File: config.mk
export PLATFORM = sky130hd
export DESIGN_NAME = button_array_debounce
export DESIGN_NICKNAME = d
export VERILOG_FILES = /design/src/rtl/button_array_debounce.sv
export SDC_FILE = /design/constraint.sdc
export NUM_CORES = 1
export LEC_CHECK = 0
export CORE_MARGIN = 4
export CORE_UTILIZATION = 40
export CTS_CLUSTER_SIZE = 10
export DETAILED_ROUTE_END_ITERATION = 10
export PLACE_DENSITY_LB_ADDON = 0.12
export SETUP_SLACK_MARGIN = 0.05
export SYNTH_ARGS = -nofsm -noshare
export SYNTH_HDL_FRONTEND = slang
export SYNTH_SLANG_ARGS = --single-unit
File: constraint.sdc
create_clock -name clk -period 3.05 [get_ports clk]
set_clock_uncertainty 0.15 [all_clocks]
set_input_delay 0.4575 -clock clk [delete_from_list [all_inputs] [get_ports clk]]
set_output_delay 0.4575 -clock clk [all_outputs]
set_load 0.01 [all_outputs]
File: src/rtl/button_array_debounce.sv
`timescale 1ns / 1ps
`default_nettype none
// ============================================================================
//  Module      : button_array_debounce
//  Description : Multi-channel push-button debouncer with shared sample tick,
//                per-channel press/release pulses and optional auto-repeat
//                (enabled by defining BTN_AUTOREPEAT_EN).
//  Revision    : 1.0 - initial release
// ============================================================================
module button_array_debounce #(
    parameter int CHANNELS     = 5,
    parameter int TICK_DIV     = 250000,
    parameter int STABLE_CNT   = 3,
    parameter int REPEAT_DELAY = 200,
    parameter int REPEAT_RATE  = 40
) (
    input  logic                clk,
    input  logic                rst,
    input  logic [CHANNELS-1:0] btn_in,
    output logic [CHANNELS-1:0] btn_level,
    output logic [CHANNELS-1:0] btn_press,
    output logic [CHANNELS-1:0] btn_release,
    output logic [CHANNELS-1:0] btn_repeat
);

    localparam int c_TICK_W = (TICK_DIV > 1) ? $clog2(TICK_DIV) : 1;
    localparam int c_STB_W  = $clog2(STABLE_CNT + 1);

    localparam logic [c_TICK_W-1:0] c_TICK_LAST = c_TICK_W'(TICK_DIV - 1);
    localparam logic [c_STB_W-1:0]  c_STB_ONE   = c_STB_W'(1);
    localparam logic [c_STB_W-1:0]  c_STB_DONE  = c_STB_W'(STABLE_CNT);

    typedef enum logic [1:0] {
        RELEASED        = 2'd0,
        CONFIRM_PRESS   = 2'd1,
        PRESSED         = 2'd2,
        CONFIRM_RELEASE = 2'd3
    } state_t;

    // Elaboration-time guards against illegal parameterisations.
    generate
        if (CHANNELS < 1 || CHANNELS > 32) begin : g_bad_channels
            $error("button_array_debounce: CHANNELS must be 1..32");
        end
        if (TICK_DIV < 1) begin : g_bad_tick_div
            $error("button_array_debounce: TICK_DIV must be >= 1");
        end
        if (STABLE_CNT < 1) begin : g_bad_stable_cnt
            $error("button_array_debounce: STABLE_CNT must be >= 1");
        end
        if (REPEAT_DELAY < 1 || REPEAT_RATE < 1) begin : g_bad_repeat
            $error("button_array_debounce: REPEAT_DELAY and REPEAT_RATE must be >= 1");
        end
    endgenerate

    // Two-flop synchroniser on every raw input.
    logic [CHANNELS-1:0] r_sync_meta;
    logic [CHANNELS-1:0] r_sync;

    always_ff @(posedge clk or posedge rst) begin
        if (rst) begin
            r_sync_meta <= '0;
            r_sync      <= '0;
        end else begin
            r_sync_meta <= btn_in;
            r_sync      <= r_sync_meta;
        end
    end

    // Shared sample tick: one cycle in every TICK_DIV.
    logic [c_TICK_W-1:0] r_tick_cnt;
    logic                w_tick;

    assign w_tick = (r_tick_cnt == c_TICK_LAST);

    always_ff @(posedge clk or posedge rst) begin
        if (rst) begin
            r_tick_cnt <= '0;
        end else if (w_tick) begin
            r_tick_cnt <= '0;
        end else begin
            r_tick_cnt <= r_tick_cnt + 1'b1;
        end
    end

    generate
        for (genvar i = 0; i < CHANNELS; i++) begin : g_ch
            state_t             r_state;
            state_t             w_state_nxt;
            logic [c_STB_W-1:0] r_cnt;
            logic [c_STB_W-1:0] w_cnt_nxt;
            logic [c_STB_W-1:0] w_cnt_inc;
            logic               r_level;
            logic               r_press;
            logic               r_release;
            logic               w_level_nxt;
            logic               w_press_nxt;
            logic               w_release_nxt;
            logic               w_diff;
            logic               w_accept;

            assign w_diff    = r_sync[i] ^ r_level;
            assign w_cnt_inc = r_cnt + 1'b1;

            always_ff @(posedge clk or posedge rst) begin
                if (rst) begin
                    r_state   <= RELEASED;
                    r_cnt     <= '0;
                    r_level   <= 1'b0;
                    r_press   <= 1'b0;
                    r_release <= 1'b0;
                end else begin
                    r_state   <= w_state_nxt;
                    r_cnt     <= w_cnt_nxt;
                    r_level   <= w_level_nxt;
                    r_press   <= w_press_nxt;
                    r_release <= w_release_nxt;
                end
            end

            always_comb begin
                w_state_nxt   = r_state;
                w_cnt_nxt     = r_cnt;
                w_level_nxt   = r_level;
                w_press_nxt   = 1'b0;
                w_release_nxt = 1'b0;
                w_accept      = 1'b0;
                if (w_tick) begin
                    unique case (r_state)
                        RELEASED, PRESSED: begin
                            if (w_diff) begin
                                w_state_nxt = (r_state == RELEASED) ? CONFIRM_PRESS : CONFIRM_RELEASE;
                                w_cnt_nxt   = c_STB_ONE;
                                w_accept    = (c_STB_ONE == c_STB_DONE);
                            end
                        end
                        CONFIRM_PRESS, CONFIRM_RELEASE: begin
                            if (w_diff) begin
                                w_cnt_nxt = w_cnt_inc;
                                w_accept  = (w_cnt_inc == c_STB_DONE);
                            end else begin
                                w_state_nxt = (r_state == CONFIRM_PRESS) ? RELEASED : PRESSED;
                                w_cnt_nxt   = '0;
                            end
                        end
                    endcase
                    // Acceptance overrides the confirm bookkeeping above.
                    if (w_accept) begin
                        w_state_nxt   = r_level ? RELEASED : PRESSED;
                        w_cnt_nxt     = '0;
                        w_level_nxt   = ~r_level;
                        w_press_nxt   = ~r_level;
                        w_release_nxt = r_level;
                    end
                end
            end

            assign btn_level[i]   = r_level;
            assign btn_press[i]   = r_press;
            assign btn_release[i] = r_release;

`ifdef BTN_AUTOREPEAT_EN
            localparam int c_REP_MAX = (REPEAT_DELAY > REPEAT_RATE) ? REPEAT_DELAY : REPEAT_RATE;
            localparam int c_REP_W   = $clog2(c_REP_MAX + 1);
            localparam logic [c_REP_W-1:0] c_REP_FIRST = c_REP_W'(REPEAT_DELAY);
            localparam logic [c_REP_W-1:0] c_REP_NEXT  = c_REP_W'(REPEAT_RATE);

            logic [c_REP_W-1:0] r_rep_cnt;
            logic [c_REP_W-1:0] w_rep_inc;
            logic [c_REP_W-1:0] w_rep_target;
            logic               r_rep_seen;
            logic               r_repeat;

            assign w_rep_inc    = r_rep_cnt + 1'b1;
            assign w_rep_target = r_rep_seen ? c_REP_NEXT : c_REP_FIRST;

            // Counting starts on the first tick spent in PRESSED, so a repeat
            // can never land in the same cycle as the press pulse.
            always_ff @(posedge clk or posedge rst) begin
                if (rst) begin
                    r_rep_cnt  <= '0;
                    r_rep_seen <= 1'b0;
                    r_repeat   <= 1'b0;
                end else begin
                    r_repeat <= 1'b0;
                    if (r_state != PRESSED) begin
                        r_rep_cnt  <= '0;
                        r_rep_seen <= 1'b0;
                    end else if (w_tick) begin
                        if (w_rep_inc == w_rep_target) begin
                            r_rep_cnt  <= '0;
                            r_rep_seen <= 1'b1;
                            r_repeat   <= 1'b1;
                        end else begin
                            r_rep_cnt <= w_rep_inc;
                        end
                    end
                end
            end

            assign btn_repeat[i] = r_repeat;
`else
            assign btn_repeat[i] = 1'b0;
`endif
        end
    endgenerate

endmodule
`default_nettype wire
==> out/metrics.json <==
{
  "synth.largest_area_cell": "sky130_fd_sc_hd__dfrtp_1",
  "synth.area.top_cells": "sky130_fd_sc_hd__dfrtp_1, sky130_fd_sc_hd__buf_4, sky130_fd_sc_hd__xnor2_1, sky130_fd_sc_hd__xor2_1, sky130_fd_sc_hd__nand2_1",
  "dr.first_iter.drc_count": 91,
  "finalMaxSlewViolations": 0,
  "p_sw_frac": 0.217,
  "cts_buffers": 9,
  "worstMarginPinSlew_ps": 796,
  "min_delay_path_depth": 0,
  "most_frequently_used_flop_master_after_synthesis": "sky130_fd_sc_hd__dfrtp_1",
  "worstHoldStart": "r_sync_meta[1]$_DFF_PP0_",
  "synth_area_mm2": 0.00277,
  "period_minus_slack_ps": 2590,
  "yosysWarningCount": 0,
  "area.sequential_mm2": 0.00145,
  "postRouteWirelength_mm": 5.17,
  "io_buffer_count": 21,
  "cts_max_path_buffers": 2,
  "dp_hpwl_mm": 3.40,
  "power-per-cell-area_mw_per_mm2": 448,
  "clkSinkCount": 58,
  "r2r_setup_slack_ps": 460,
  "period_share": 0.848,
  "library_cells_used_by_synthesis": 37,
  "critical_path.max_fanout": 12,
  "critical_path.reg2reg.endpoint": "g_ch[0].r_level$_DFFE_PP0P_",
  "clock_power_share": 0.410,
  "initial_core_util": 0.410,
  "clock_pin_slew_of_the_registers_on_the_worst_case_setup_and_hold_paths_ps": 60,
  "yosys.area.top_type_share": 0.524,
  "cts.repair_timing.setup_buffer_count": 0,
  "timing.reg2reg.worst_path_depth": 5,
  "insertion_delay_of_the_later_clocked_pin_in_the_worst_skew_pair_ps": 330,
  "grt_antenna_before_repair": 0,
  "synth.ff_latch_count": 58,
  "multi_input_area_mm2": 0.00108,
  "setup.worst_path.class": "register to register",
  "gp_congestion": 0.785,
  "internal_power_w": 0.00109,
  "startpoint": "r_tick_cnt[0]$_DFF_PP0_",
  "run_status": "complete, no violations",
  "antennaDiodeCount": 0,
  "placed_cells_incl_taps": 344,
  "synth_edf_count": 0,
  "stdcell_count": 356,
  "static-leakage-power_nw": 1.31,
  "whs_endpoint": "r_sync[1]$_DFF_PP0_",
  "timing.critical_path.from_type": "register",
  "io_pins": 27,
  "cts_tree": "done",
  "clock.fmax_mhz": 387,
  "startpoint_of_the_lowest_slack_register_to_register_path": "r_tick_cnt[0]$_DFF_PP0_",
  "via_count_of_the_first_global_routing_pass": 1745,
  "htree_levels": 3,
  "vdd_ir_drop_max_uv": 247,
  "mostFrequentLayoutCell": "sky130_fd_sc_hd__dfrtp_1",
  "flow.area_growth_from_synthesis_pct": 11.8,
  "grt_setup_unrepaired": "no",
  "drive_gt1_frac": 0.0870,
  "hold_violations": 0,
  "hold_path.class": "register to register",
  "placementRows": 30,
  "gr-total-overflow": 0,
  "detail-route-antenna-nets": 0,
  "most-common-layout-cells": "sky130_fd_sc_hd__dfrtp_1, sky130_fd_sc_hd__nand2_1, sky130_fd_sc_hd__nor2_1",
  "cp.required_ps": 3120,
  "ctsRootBufferMaster": "sky130_fd_sc_hd__clkbuf_8",
  "die-area_mm2": 0.00831,
  "seq_power_share": 0.563,
  "layout.nets": 288,
  "post_cts_hold_buffer_count": 0,
  "syn-instance-count": 263,
  "die_width_um": 91.2,
  "drc": 0,
  "core_region_area_mm2": 0.00676,
  "slew_headroom": 0.465,
  "die-height_um": 91.2,
  "avgViaCountPerCell": 5.15,
  "combinational_share_of_power": 0.027,
  "global_route_wire_length_before_repair_mm": 8.55,
  "drv_cap": 0,
  "synth_seq_area_share": 0.524,
  "post_drt_wl_per_cell_um": 14.5,
  "tns_ps": 0,
  "setup-violations-final": 0,
  "critPathCaptureType": "register",
  "data_arrival_time_of_the_worst_path_ps": 2650,
  "detailedRoute.firstPassIterationCount": 4,
  "synth-async-reset-ratio": 1.00,
  "maximum_number_of_pins_on_one_net_before_global_route_repair": 59,
  "grtUsageTotal": 0.133,
  "final.fill_count": 648,
  "cts_resized": 0,
  "synthesis.area_per_instance_um2": 10.5,
  "p_sw_w": 0.000301,
  "vias": 1833
}
Yosys cell counts, types with 2 or more instances:
cell type	n
sky130_fd_sc_hd__o32ai_1	2
sky130_fd_sc_hd__buf_2	2
sky130_fd_sc_hd__nor4_1	10
sky130_fd_sc_hd__clkbuf_1	6
sky130_fd_sc_hd__or3_4	2
sky130_fd_sc_hd__nor2_1	22
sky130_fd_sc_hd__a32o_1	5
sky130_fd_sc_hd__and2_1	3
sky130_fd_sc_hd__dfrtp_1	58
sky130_fd_sc_hd__or4_1	2
sky130_fd_sc_hd__o31ai_1	9
sky130_fd_sc_hd__nor4b_1	4
sky130_fd_sc_hd__xor2_1	11
sky130_fd_sc_hd__a21o_1	3
sky130_fd_sc_hd__nand2_1	25
sky130_fd_sc_hd__mux2_4	2
sky130_fd_sc_hd__a21oi_1	3
sky130_fd_sc_hd__ha_1	6
sky130_fd_sc_hd__o21ai_0	3
sky130_fd_sc_hd__nor3_1	7
sky130_fd_sc_hd__a311oi_1	3
sky130_fd_sc_hd__nand3_1	7
sky130_fd_sc_hd__inv_1	13
sky130_fd_sc_hd__xnor2_1	11
sky130_fd_sc_hd__buf_4	21
sky130_fd_sc_hd__a31oi_1	3
sky130_fd_sc_hd__or3_1	3
sky130_fd_sc_hd__nand4_1	6
sky130_fd_sc_hd__and4_1	3
final cells by class:
type / count / area share
Clock buffer: 11 / 0.0457
Clock inverter: 1 / 0.00162
Inverter: 13 / 0.0158
Multi-Input combinational cell: 166 / 0.349
Sequential cell: 58 / 0.469
Tap cell: 80 / 0.0323
Timing Repair Buffer: 27 / 0.0865
power groups by stage:
stage	clock network (W)	logic, W	registers [W]
3_5_place_dp	0	0.0000391	0.000795
6_report	0.000569	0.0000377	0.000781
2_1_floorplan	0	0.0000265	0.000794
5_1_grt	0.000632	0.0000437	0.000782
3_3_place_gp	0	0.0000390	0.000795
4_1_cts	0.000600	0.0000391	0.000781
worst max-delay path: stages, from the launching register on:
cell                      delay [ps]
sky130_fd_sc_hd__dfrtp_1         400
sky130_fd_sc_hd__ha_1            230
sky130_fd_sc_hd__nand3_2         120
sky130_fd_sc_hd__or4_1           790
sky130_fd_sc_hd__or3_4           490
sky130_fd_sc_hd__mux2_4          300
sequential cells by signal, summed over array words and instances (netlist names):
signal and count:
r_sync_meta 5, g_ch.r_level 5, g_ch.r_press 5, g_ch.r_state 5
g_ch.r_release 5, r_sync 5, g_ch.r_cnt 10, r_tick_cnt 18
how the worst max path moves through the flow:
stage / end / slack (ps) / cells after the start
after floorplan: g_ch[0].r_level$_DFFE_PP0P_ / 790 / 6
after CTS: g_ch[3].r_level$_DFFE_PP0P_ / 480 / 6
after global routing: g_ch[3].r_level$_DFFE_PP0P_ / 370 / 6
after detailed placement: g_ch[3].r_level$_DFFE_PP0P_ / 490 / 6
final: g_ch[0].r_level$_DFFE_PP0P_ / 460 / 5
after global placement: g_ch[3].r_level$_DFFE_PP0P_ / 530 / 6
cells by family (layout without fill, tap and decap cells):
logic type               Yosys count  count (layout)  share of synthesized area
AND/OR/NAND/NOR                   99              99                      0.189
flip-flops                        58              58                      0.524
buffers and inverters             43              52                     0.0904
AO/OA/AOI/OAI                     31              31                     0.0841
XOR/XNOR                          22              22                     0.0696
adder cells (fa/ha/maj)            6               6                     0.0271
multiplexers                       3               3                     0.0145
other                              1               5                    0.00135
per-stage QoR:
| stage | hold slack (ps) | util | area, um^2 | total power, W | worst slack (ps) |
|---|---|---|---|---|---|
| 2_1_floorplan | 181 | - | 2780 | 0.000821 | 792 |
| 3_3_place_gp | 183 | 0.436 | 2950 | 0.000834 | 532 |
| 3_5_place_dp | 186 | 0.436 | 2950 | 0.000835 | 486 |
| 4_1_cts | 200 | 0.458 | 3100 | 0.00142 | 478 |
| 5_1_grt | 207 | 0.458 | 3100 | 0.00146 | 365 |
| 6_report | 197 | 0.458 | 3100 | 0.00139 | 464 |
metal layers:
metal / share of wire / global-route usage
met1: 0.50 / 0.172
met2: 0.45 / 0.200
met3: 0.039 / 0.0481
met4: 0.010 / 0.0553
met5: 0 / 0
(Power assumes the default switching activity.)
